===== config.mk =====
export PLATFORM = sky130hd
export DESIGN_NAME = panel_scanner
export DESIGN_NICKNAME = d
export VERILOG_FILES = /design/src/rtl/led_panel_pkg.sv /design/src/rtl/panel_scanner_bcm_timer.sv /design/src/rtl/panel_scanner.sv
export SDC_FILE = /design/constraint.sdc
export NUM_CORES = 1
export LEC_CHECK = 0
export CAP_MARGIN = 20
export CORE_UTILIZATION = 55
export CTS_BUF_LIST = sky130_fd_sc_hd__clkbuf_8
export CTS_CLUSTER_SIZE = 8
export DETAILED_ROUTE_END_ITERATION = 16
export PLACE_DENSITY = 0.91
export SYNTH_ARGS = -nofsm -noshare
export SYNTH_HDL_FRONTEND = slang
export SYNTH_SLANG_ARGS = --single-unit

===== constraint.sdc =====
create_clock -name clk -period 1.9 [get_ports clk]
set_input_delay 0.19 -clock clk [delete_from_list [all_inputs] [get_ports clk]]
set_output_delay 0.19 -clock clk [all_outputs]
set_load 0.01 [all_outputs]

===== src/rtl/led_panel_pkg.sv =====
// rtl/led_panel_pkg.sv - shared types and constants for the LED panel frame path
package led_panel_pkg;

    typedef enum logic [2:0] {
        FETCH_TOP,
        FETCH_BOT,
        SHIFT_LO,
        SHIFT_HI,
        LATCH,
        SHOW
    } scan_state_t;

    localparam int PIXEL_W    = 24;
    localparam int RED_OFS    = 0;
    localparam int GREEN_OFS  = 8;
    localparam int BLUE_OFS   = 16;

    localparam int PANEL_ROWS = 32;
    localparam int SCAN_ROWS  = 16;
    localparam int PLANES     = 8;

    // Selects one BCM bit plane of a pixel, returned as {blue, green, red}.
    function automatic logic [2:0] pixel_bits(input logic [PIXEL_W-1:0] px,
                                              input logic [2:0]         plane);
        logic [PIXEL_W-1:0] s;
        s = px >> plane;
        return {s[BLUE_OFS], s[GREEN_OFS], s[RED_OFS]};
    endfunction

endpackage


===== src/rtl/panel_scanner_bcm_timer.sv =====
// rtl/panel_scanner_bcm_timer.sv - per-plane output-enable timer for BCM display
module bcm_timer
    import led_panel_pkg::*;
#(
    parameter  int BASE_CYCLES = 2,
    localparam int CNT_W       = $clog2(BASE_CYCLES * 128) + 1
) (
    input  logic       clk,
    input  logic       rst,
    input  logic       start,
    input  logic [2:0] plane,
    output logic       oe_n,
    output logic       done
);

    logic [CNT_W-1:0] show_cnt;
    logic             running;

    // The last lit cycle is the one where the count sits at 1.
    assign done = running && (show_cnt == CNT_W'(1));
    assign oe_n = ~running;

    // Load the plane weight on start, then count the lit cycles down.
    always_ff @(posedge clk) begin
        if (!rst) begin
            show_cnt <= '0;
            running  <= 1'b0;
        end else if (start) begin
            show_cnt <= CNT_W'(BASE_CYCLES) << plane;
            running  <= 1'b1;
        end else if (running) begin
            show_cnt <= show_cnt - CNT_W'(1);
            if (show_cnt == CNT_W'(1)) begin
                running <= 1'b0;
            end
        end
    end

endmodule


===== src/rtl/panel_scanner.sv =====
// rtl/panel_scanner.sv - HUB75 1/16-scan BCM scanner reading a double-buffered frame
module panel_scanner
    import led_panel_pkg::*;
#(
    parameter int COLS        = 5,
    parameter int BASE_CYCLES = 2
) (
    input  logic              clk,
    input  logic              rst,
    output logic [4+COLS:0]   rd_addr,
    input  logic [23:0]       rd_data,
    input  logic              selected_buffer,
    output logic              actual_buffer,
    output logic              r0,
    output logic              g0,
    output logic              b0,
    output logic              r1,
    output logic              g1,
    output logic              b1,
    output logic [3:0]        row_sel,
    output logic              panel_clk,
    output logic              lat,
    output logic              oe_n
);

    scan_state_t      state;
    scan_state_t      state_nxt;

    logic [3:0]       row;
    logic [COLS-1:0]  col;
    logic [2:0]       plane;
    logic [23:0]      top_px;
    logic [5:0]       color_q;
    logic [5:0]       color_live;
    logic             timer_start;
    logic             timer_done;
    logic             last_col;
    logic             last_plane;
    logic             last_row;

    assign last_col   = &col;
    assign last_plane = (plane == 3'd7);
    assign last_row   = (row == 4'd15);

    // Top half in FETCH_TOP, bottom half (address MSB set) in FETCH_BOT.
    assign rd_addr = {state == FETCH_BOT, row, col};

    // Bottom pixel arrives in SHIFT_LO; show it live then and hold it afterwards.
    assign color_live = {pixel_bits(rd_data, plane), pixel_bits(top_px, plane)};
    assign {b1, g1, r1, b0, g0, r0} = (state == SHIFT_LO) ? color_live : color_q;

    bcm_timer #(
        .BASE_CYCLES (BASE_CYCLES)
    ) u_bcm_timer (
        .clk   (clk),
        .rst   (rst),
        .start (timer_start),
        .plane (plane),
        .oe_n  (oe_n),
        .done  (timer_done)
    );

    // State register.
    always_ff @(posedge clk) begin
        if (!rst) begin
            state <= FETCH_TOP;
        end else begin
            state <= state_nxt;
        end
    end

    // Next-state and strobe decode for fetch, shift, latch and show.
    always_comb begin
        state_nxt   = state;
        timer_start = 1'b0;
        lat         = 1'b0;
        panel_clk   = 1'b0;
        case (state)
            FETCH_TOP: state_nxt = FETCH_BOT;
            FETCH_BOT: state_nxt = SHIFT_LO;
            SHIFT_LO:  state_nxt = SHIFT_HI;
            SHIFT_HI: begin
                panel_clk = 1'b1;
                state_nxt = last_col ? LATCH : FETCH_TOP;
            end
            LATCH: begin
                lat         = 1'b1;
                timer_start = 1'b1;
                state_nxt   = SHOW;
            end
            SHOW: begin
                if (timer_done) begin
                    state_nxt = FETCH_TOP;
                end
            end
            default: state_nxt = FETCH_TOP;
        endcase
    end

    // Scan counters, pixel capture, row latch and frame-boundary bank flip.
    always_ff @(posedge clk) begin
        if (!rst) begin
            row           <= '0;
            col           <= '0;
            plane         <= '0;
            top_px        <= '0;
            color_q       <= '0;
            row_sel       <= '0;
            actual_buffer <= 1'b0;
        end else begin
            case (state)
                FETCH_BOT: top_px  <= rd_data;
                SHIFT_LO:  color_q <= color_live;
                SHIFT_HI:  col     <= col + 1'b1;
                LATCH:     row_sel <= row;
                SHOW: begin
                    if (timer_done) begin
                        plane <= plane + 3'd1;
                        if (last_plane) begin
                            plane <= 3'd0;
                            row   <= last_row ? 4'd0 : row + 4'd1;
                            if (last_row && (selected_buffer != actual_buffer)) begin
                                actual_buffer <= selected_buffer;
                            end
                        end
                    end
                end
                default: ;
            endcase
        end
    end

endmodule


==> results.md <==
* Total Power at 3140 uW
* Largest net degree at the start of global routing at 57
* Final setup viols at 8
* Die height at 75.0 um
* Post-Syn Instances at 343
* RSZ-0062 raised after global routing: true
* Final #Nets at 455
* First-pass GRT wire length at 12500 um
* Period utilization at 109%
* CTS clk-pin slew, worst paths at 0.07 ns
* P_sw at 720 uW
* Clock Latency Late Sink at 0.35 ns
* GR Util All Layers at 30.5%
* Post-synthesis net count at 381
* Critical path buffers and inverters at 2
* CP max FO at 5
* Initial Utilization at 57.3%
* 1st-pass router iterations at 5
* Crit-path slowest cell: mux4_2
* CP delay by family, top: multiplexers
* Reg power frac at 42.6%
* DR vias/cell at 5.97
* Final worst slack at -0.176 ns
* Tightest Hold Check Type: input port to register
* Worst slew margin at 61.6%
* H-tree depth at 3
* CTS tree: done
* Final Max Slew Viols at 0
* Min Tclk post-route at 2.08 ns
* Detailed Route Iter0 Violations at 311
* Mean post-synth cell area at 8.54 um^2
* Clock network fraction of total power at 45.9%
* Status: finished with violations
* Fillcell total at 311
* GR Overflow Total at 0
* Die width at 75.0 um
* Yosys reg bits at 60
* Sw Ratio at 22.9%
* Maximum vdd ir drop at 0.000648 V
* Crit-path max cell delay at 0.52 ns
* Post-synth cell types at 40
* # rows at 26
* Cell internal pwr at 2420 uW
* Post-Route WL at 8380 um
* Ports at 51
* Violated checks: negative setup slack
* Combinational power share at 11.5%
* Total of max-cap violations at 0
* Longest Clk Path Bufs at 2
* Crit path DAT at 1.89 ns
* Area delta synth->final at 39.8%
* # hold bufs at CTS at 0
* Crit. End Element: output pin
* Worst Tran Pin Value at 0.571 ns
* Util after Layout at 80.2%
* PortBufs at 50
* R2r setup slk at -0.04 ns
* WHS at 0.415 ns
* Initial antenna violation count at 0
* WS Path Type: register to output pin
* Placed cell area at 3660 um^2
* Layout Skew at 0.00590 ns
* Seq/Total Area, Yosys at 41.0%
* Critical-path cell list: buf_12 > mux4_2 > nand2_2 > and3_4 > nor2_1 > buf_2
* DIE AREA at 5620 um^2
* DR WL/cell at 17.0 um
* CTS root buffer: clkbuf_8
* Inserted Diodes at 0
* Yosys warnings at 0
* Via count at 2939
* Detail Placement HPWL at 4760 um
* # DRC at 0
* Vias in the first global route at 2712
* Worst Path Required at 1.71 ns
* Gpl congestion at 1.00
* Commonest non-fill, non-tap cells in the layout: nand2_1, dfxtp_1, clkdlybuf4s50_1
* Mapped cell area at 2930 um^2
* TritonCTS buffer count at 9
* Share of cells above drive strength 1 at 23.5%
* Final Instance Area at 4100 um^2
* Final hold violation count at 0
* Leakage power at 0.00156 uW
* CORE AREA at 5110 um^2
* Dpl ws at -0.189 ns
* PD cells at 768 nW/um^2
* Startpoint Class: register
* ANT nets after route at 0
* CTS sink cnt at 60
* Upper clock frequency limit at 482 MHz
* Commonest non-fill, non-tap cell in the layout: nand2_1
metal layers:
layer | routed length, um | track usage [%]
met2 | 4380 | 51.7
met1 | 3240 | 35.2
met3 | 451 | 6.16
met5 | 0 | 0
met4 | 308 | 19.7
logic make-up (layout without fill, tap and decap cells):
logic type	count (synthesis)	after routing	share of synthesized area, %
AND/OR/NAND/NOR	157	157	25.8
flip-flops	60	60	41.0
AO/OA/AOI/OAI	53	53	9.78
buffers and inverters	35	114	4.83
multiplexers	16	16	10.6
adder cells (fa/ha/maj)	11	11	4.70
XOR/XNOR	11	11	3.29
worst reg2reg max path: stages (launching register included):
cell,delay [ns]
dfxtp_4,0.40
buf_16,0.13
buf_8,0.11
ha_4,0.14
ha_4,0.13
and4b_2,0.29
buf_6,0.12
and4_4,0.25
mux2i_1,0.20
nor2_1,0.06
synthesized netlist by cell type (all sizes together):
cell type / instances / area [um^2]
clkbuf: 17 / 63.8
a21oi: 41 / 205
or3: 2 / 13.8
o2bb2ai: 1 / 8.76
dfxtp: 60 / 1200
nand2: 81 / 304
xnor2: 5 / 43.8
and4: 1 / 10.0
a32oi: 1 / 8.76
nand3: 10 / 50.1
nand3b: 1 / 7.51
nand4b: 1 / 8.76
o31ai: 1 / 7.51
xor2: 6 / 52.6
mux2i: 4 / 40.0
nor4b: 2 / 32.5
a211oi: 1 / 7.51
inv: 12 / 45.0
buf: 6 / 32.5
mux4: 12 / 270
nor3: 10 / 50.1
and4b: 1 / 10.0
a21o: 1 / 7.51
a221oi: 1 / 8.76
nand4: 8 / 56.3
o21ai: 5 / 25.0
or3b: 1 / 8.76
o211ai: 1 / 7.51
or2: 1 / 6.26
and3b: 2 / 17.5
ha: 11 / 138
or4: 2 / 15.0
and3: 8 / 50.1
nor2: 25 / 93.8
nor4: 1 / 21.3
state kept, by name (all words and copies together), names as in the netlist:
register,count
color_q,6
state,3
plane,3
row_sel,4
u_bcm_timer.running,1
actual_buffer,1
u_bcm_timer.show_cnt,9
col,5
row,4
top_px,24
power groups by stage:
stage | Sequential [uW] | Combinational [uW] | Clock (uW)
after floorplan | 1360 | 173 | 0
after global placement | 1360 | 328 | 0
after detailed placement | 1360 | 337 | 0
after CTS | 1340 | 347 | 1450
after global routing | 1340 | 391 | 1510
final | 1340 | 363 | 1440
through the flow:
stage	instances	setup TNS, ns
2_1_floorplan	343	0
3_3_place_gp	467	-0.707
3_5_place_dp	467	-0.902
4_1_cts	488	-0.649
5_1_grt	492	-1.49
6_report	492	-0.936
area by class of cell:
cell class | instances | area, um^2 | share of cell area, %
Timing Repair Buffer | 86 | 818 | 20.0
Sequential cell | 60 | 1210 | 29.5
Multi-Input combinational cell | 248 | 1690 | 41.2
Inverter | 12 | 45.0 | 1.10
Clock inverter | 5 | 98.8 | 2.41
Clock buffer | 11 | 151 | 3.70
Tap cell | 70 | 87.6 | 2.14
final timing paths:
check / start / to / cells after the start
setup reg to reg: plane[1] / row[1] / 9
setup / recovery: plane[1] / g1 / 6
hold / removal: rd_data[21] / top_px[21] / 3
hold reg to reg: row_sel[0] / row_sel[0] / 2
timing repair:
action	in CTS	in global routing
gates resized for setup	46	14
pin swaps	18	6
buffers inserted	4	4
gates cloned	1	0
endpoints found under the hold margin	0	0
setup endpoints to repair	9	14
(Power assumes the default switching activity.)
==> patch 1: new RTL, config.mk and constraints unchanged <==
`GREEN_OFS`: 8 -> 16.
--- a/src/rtl/led_panel_pkg.sv
+++ b/src/rtl/led_panel_pkg.sv
@@ -14,3 +14,3 @@
     localparam int RED_OFS    = 0;
-    localparam int GREEN_OFS  = 8;
+    localparam int GREEN_OFS  = 16;
     localparam int BLUE_OFS   = 16;
Function: changed (a bounded check fails within 4 cycles, from zero or initial values and one cycle with rst low).
==> patch 1 against the original RTL <==
- total power shrank 34%
- worst setup slack better by 0.021 ns
- synthesized area is 13% lower
- synthesized cell count fell by 16%
- the run still ends with setup timing left
- design area shrank 17%
- sequential cell count shrank 8
- non-clock buffer count is 7 lower
- wire length fell by 9.0%
- critical endpoint is now g0
- register-to-register slack lost 0.04 ns
- hold slack gained 0.015 ns
- die area down 13%
==> patch 1: results (changes against the original RTL) <==
metric,value,unit,change
status,finished with violations,,
failing checks,setup timing,,
capturing point of the worst reg2reg path,color_q[2],,
Final TNS setup,-0.4460,ns,+0.4898 ns
gpl congestion,0.7643,,-24%
WL final,7627,microns,-9.0%
Final setup viols,7,,-1
DRT met1 WL,2965,microns,-8.3%
Setup crit start,plane[0],,
post-DP HPWL,4134,microns,-13%
Worst R2R Path Depth,11,,+2
met2 routed WL,3826,microns,-13%
WP data arrival,1.87,ns,-0.02 ns
share of layout cells above drive strength 1,21.63,%,-1.8 points
Netlist cell types,47,,+18%
nets@finish,393,,-14%
CP Max Fanout,4,,-1
net count of the mapped netlist,325,,-15%
post-synthesis sequential area ratio,41.01,%,about the same
vias,2499,,-15%
H-tree Lvls,2,,-1
largest net degree at the start of global routing,29,,-49%
P_leak,1.315,nW,-16%
Hold Crit Endpoint,actual_buffer,,
min-delay src,selected_buffer,,
Largest regs,"top_px x16, u_bcm_timer.show_cnt x9, color_q x6",,
All-Layer GR Usage,28.91,%,-1.6 points
clock slew at reported path FFs,0.10,ns,+0.03 ns
setup ws final,-0.1556,ns,+0.02068 ns
Reg2Reg Setup Slack,-0.08,ns,-0.04 ns
clock skew after layout,0.01469,ns,+0.008786 ns
First DRT Iteration DRCs,305,,-1.9%
patch 1: cell type report:
| class | count | share of cell area [%] |
|---|---|---|
| repair buffers | 79 | 20.53 |
| clock buffers | 6 | 2.441 |
| inverters | 13 | 1.442 |
| clock inverters | 2 | 0.2219 |
| flip-flops and latches | 52 | 30.99 |
| well taps | 52 | 1.923 |
| multi-input cells | 204 | 42.46 |
patch 1: per-layer routing:
| metal | global-route usage, % | vias up |
|---|---|---|
| li1 | - | 1131 |
| met3 | 5.628 | 42 |
| met2 | 49.25 | 142 |
| met5 | 0 | - |
| met1 | 34.85 | 1184 |
| met4 | 14.00 | 0 |
patch 1: logic make-up after synthesis:
group,Yosys count,synth area share [%]
AOI/OAI and AO/OA,56,13.11
buffers and inverters,31,4.929
and+or+nand+nor,111,22.92
DFF,52,41.01
xor gates and xnor gates,12,4.140
muxes,14,8.477
adders and majority gates,11,5.421
patch 1: worst min-delay path, cell delays in order:
cell	delay (ns)
clkdlybuf4s50_1	0.40
nand2_1	0.06
o31ai_1	0.05
patch 1: stage by stage:
step                      setup WS (ns)  hold slack [ns]  instance area (sq um)  instances
after floorplan                  0.1096           0.3260                   2539        287
after global placement          -0.2132           0.4396                   3113        385
after detailed placement        -0.2457           0.4518                   3113        385
after CTS                      -0.03654           0.4391                   3293        404
after global routing            -0.2076           0.4493                   3383        408
final                           -0.1556           0.4298                   3383        408
patch 1: what timing repair did:
action	in CTS	in global routing
endpoints found under the setup margin	12	14
pin swaps	4	11
hold endpoints to repair	0	0
buffers inserted	12	7
gates resized for setup	37	13
patch 1: worst max path at each step:
| stage | to | slack, ns | cells past startpoint |
|---|---|---|---|
| after global placement | b1 | -0.21 | 5 |
| final | g0 | -0.16 | 5 |
| after global routing | g0 | -0.21 | 5 |
| after detailed placement | g1 | -0.25 | 5 |
| after floorplan | row[0] | 0.11 | 6 |
| after CTS | g0 | -0.04 | 5 |
patch 1: where the power goes:
part	total [mW]	internal [mW]	leakage (nW)	switching, mW
Combinational	0.258	0.124	0.837	0.134
Sequential	1.15	1.12	0.424	0.0238
Clock	0.661	0.288	0.0538	0.374
==> patch 2: new RTL, same settings <==
Without the edit above. Register the output `oe_n`, cleared by the reset; this adds one clock of latency there. The other outputs are not delayed to match.
--- a/src/rtl/panel_scanner.sv
+++ b/src/rtl/panel_scanner.sv
@@ -24,2 +24,4 @@
 );
+
+    logic oe_n_d;
 
@@ -58,3 +60,3 @@
         .plane (plane),
-        .oe_n  (oe_n),
+        .oe_n  (oe_n_d),
         .done  (timer_done)
@@ -132,2 +134,10 @@
 
+    always_ff @(posedge clk) begin
+        if (!rst) begin
+            oe_n <= '0;
+        end else begin
+            oe_n <= oe_n_d;
+        end
+    end
+
 endmodule
Function: changed (a bounded check fails within 4 cycles, from zero or initial values and one cycle with rst low).
==> patch 2 against the original RTL <==
- cell count up 0.81%
- wire length grew 2.6%
- die area rose by 0.88%
- highest routed layer unchanged
- clock skew rose by 0.0070 ns
- worst setup slack improved by 0.047 ns
- largest cell class unchanged
- utilization shrank 0.92 points
- synthesized area up 0.90%
- design area decreased by 0.52%
- sequential share of layout area increased by 0.65 points
- total power is 2.3% lower
- sequential cell count grew 1
- the run still ends with setup timing left
==> patch 2: results (changes against the original RTL) <==
metric,value,unit,change
clock network area share,5.528,%,-0.58 points
switching share of power,24.62,%,+1.7 points
Max stage delay on crit path,0.50,ns,-0.02 ns
setup ws final,-0.1293,ns,+0.04706 ns
post-DP HPWL,5097,microns,+7.0%
comb_multi_in,251,,+1.2%
Worst path slowest cell,mux4_2,,
vias in the first global route,2922,,+7.7%
failing checks,setup timing,,
status,finished with violations,,
Worst R2R Path Depth,9,,unchanged
vias per cell,6.026,,+0.88%
mux cell area share after synthesis,9.483,%,-1.1 points
share of layout cells above drive strength 1,24.18,%,+0.72 points
buffering overhead,19.44,%,-0.54 points
WL per Instance,17.33,microns,+1.8%
Pre-Repair DR Iteration Count,5,,unchanged
Register Area,0.001229,sq mm,+1.7%
adder-cell area share of the yosys netlist,4.657,%,-0.042 points
Cells after Synth,348,,+1.5%
post-synthesis sequential area ratio,41.32,%,+0.31 points
Synth Area in Compound Gates,10.33,%,+0.55 points
largest net degree at the start of global routing,57,,unchanged
Fillers,326,,+4.8%
DP Area,0.003687,sq mm,+0.72%
initial antenna violation count,0,,unchanged
Hold Path Stages,3,,unchanged
Final setup viols,7,,-1
All-Layer GR Usage,31.22,%,+0.72 points
gpl congestion,0.9462,,-5.7%
n_diodes,0,,unchanged
measured slew at the worst slew-check pin,0.4977,ns,-0.07360 ns
First DRT Iteration DRCs,313,,+0.64%
nets@finish,459,,+0.88%
Bufs on Longest Clock Path,2,,unchanged
Power Density,753.9,mW/mm^2,-1.8%
placed cells,473,,+1.3%
CP Max Fanout,5,,unchanged
top post-synthesis cells by count,"nand2_1 (85), dfxtp_1 (61), a21oi_1 (42), nor2_1 (23), clkbuf_1 (16)",,
top post-synthesis cells by area,"dfxtp_1 (41%), nand2_1 (11%), mux4_2 (9.1%)",,
Reg power frac,44.2,%,+1.6 points
I/O Buffers,50,,unchanged
pre-CTS setup slack,-0.1880,ns,+0.0007890 ns
clock skew after layout,0.01293,ns,+0.007028 ns
Power Clock,1.33,mW,-8%
clock sinks,61,,+1.7%
post-synthesis xor/xnor area fraction,3.260,%,-0.029 points
vias,2989,,+1.7%
WP data arrival,1.84,ns,-0.05 ns
inverter count,12,,unchanged
clock slew at reported path FFs,0.07,ns,about the same
H-tree Lvls,3,,unchanged
first-pass GRT wire length,13090,microns,+4.8%
area of the multi-input gates,0.001695,sq mm,+0.59%
P_leak,1.549,nW,-0.62%
net count of the mapped netlist,386,,+1.3%
Max IR drop VDD,568.1,uV,-12%
root buf cell,clkbuf_8,,
## patch 2: worst max-delay path, delay by kind of cell, from the launching register on
kind                   cells  cell delay, ns
muxes                      1            0.50
DFF                        1            0.38
and+or+nand+nor            3            0.34
buffers and inverters      2            0.28
## patch 2: per-layer routing
metal / track usage (%) / wire, microns
met5: 0 / 0
met4: 16.05 / 290
met3: 8.862 / 633
met2: 53.77 / 4564
met1: 35.39 / 3106
## patch 2: path summary, 6_finish.rpt
kind,startpoint,to,slack [ns]
min,selected_buffer,actual_buffer,0.42
max,plane[1],g0,-0.13
max reg2reg,plane[1],row[0],-0.06
min reg2reg,row_sel[3],row_sel[3],0.46
## patch 2: timing repair
action / CTS / global route
resized for setup: 48 / 19
setup buffers: 4 / 3
setup endpoints to repair: 10 / 15
cloned: 1 / 0
pin swaps: 15 / 12
## patch 2: stage by stage
stage	TNS, ns	total power, mW
floorplan	0	1.554
global placement	-0.7302	1.717
detailed placement	-1.005	1.737
CTS	-1.062	3.021
global route	-1.150	3.170
finish	-0.7180	3.071
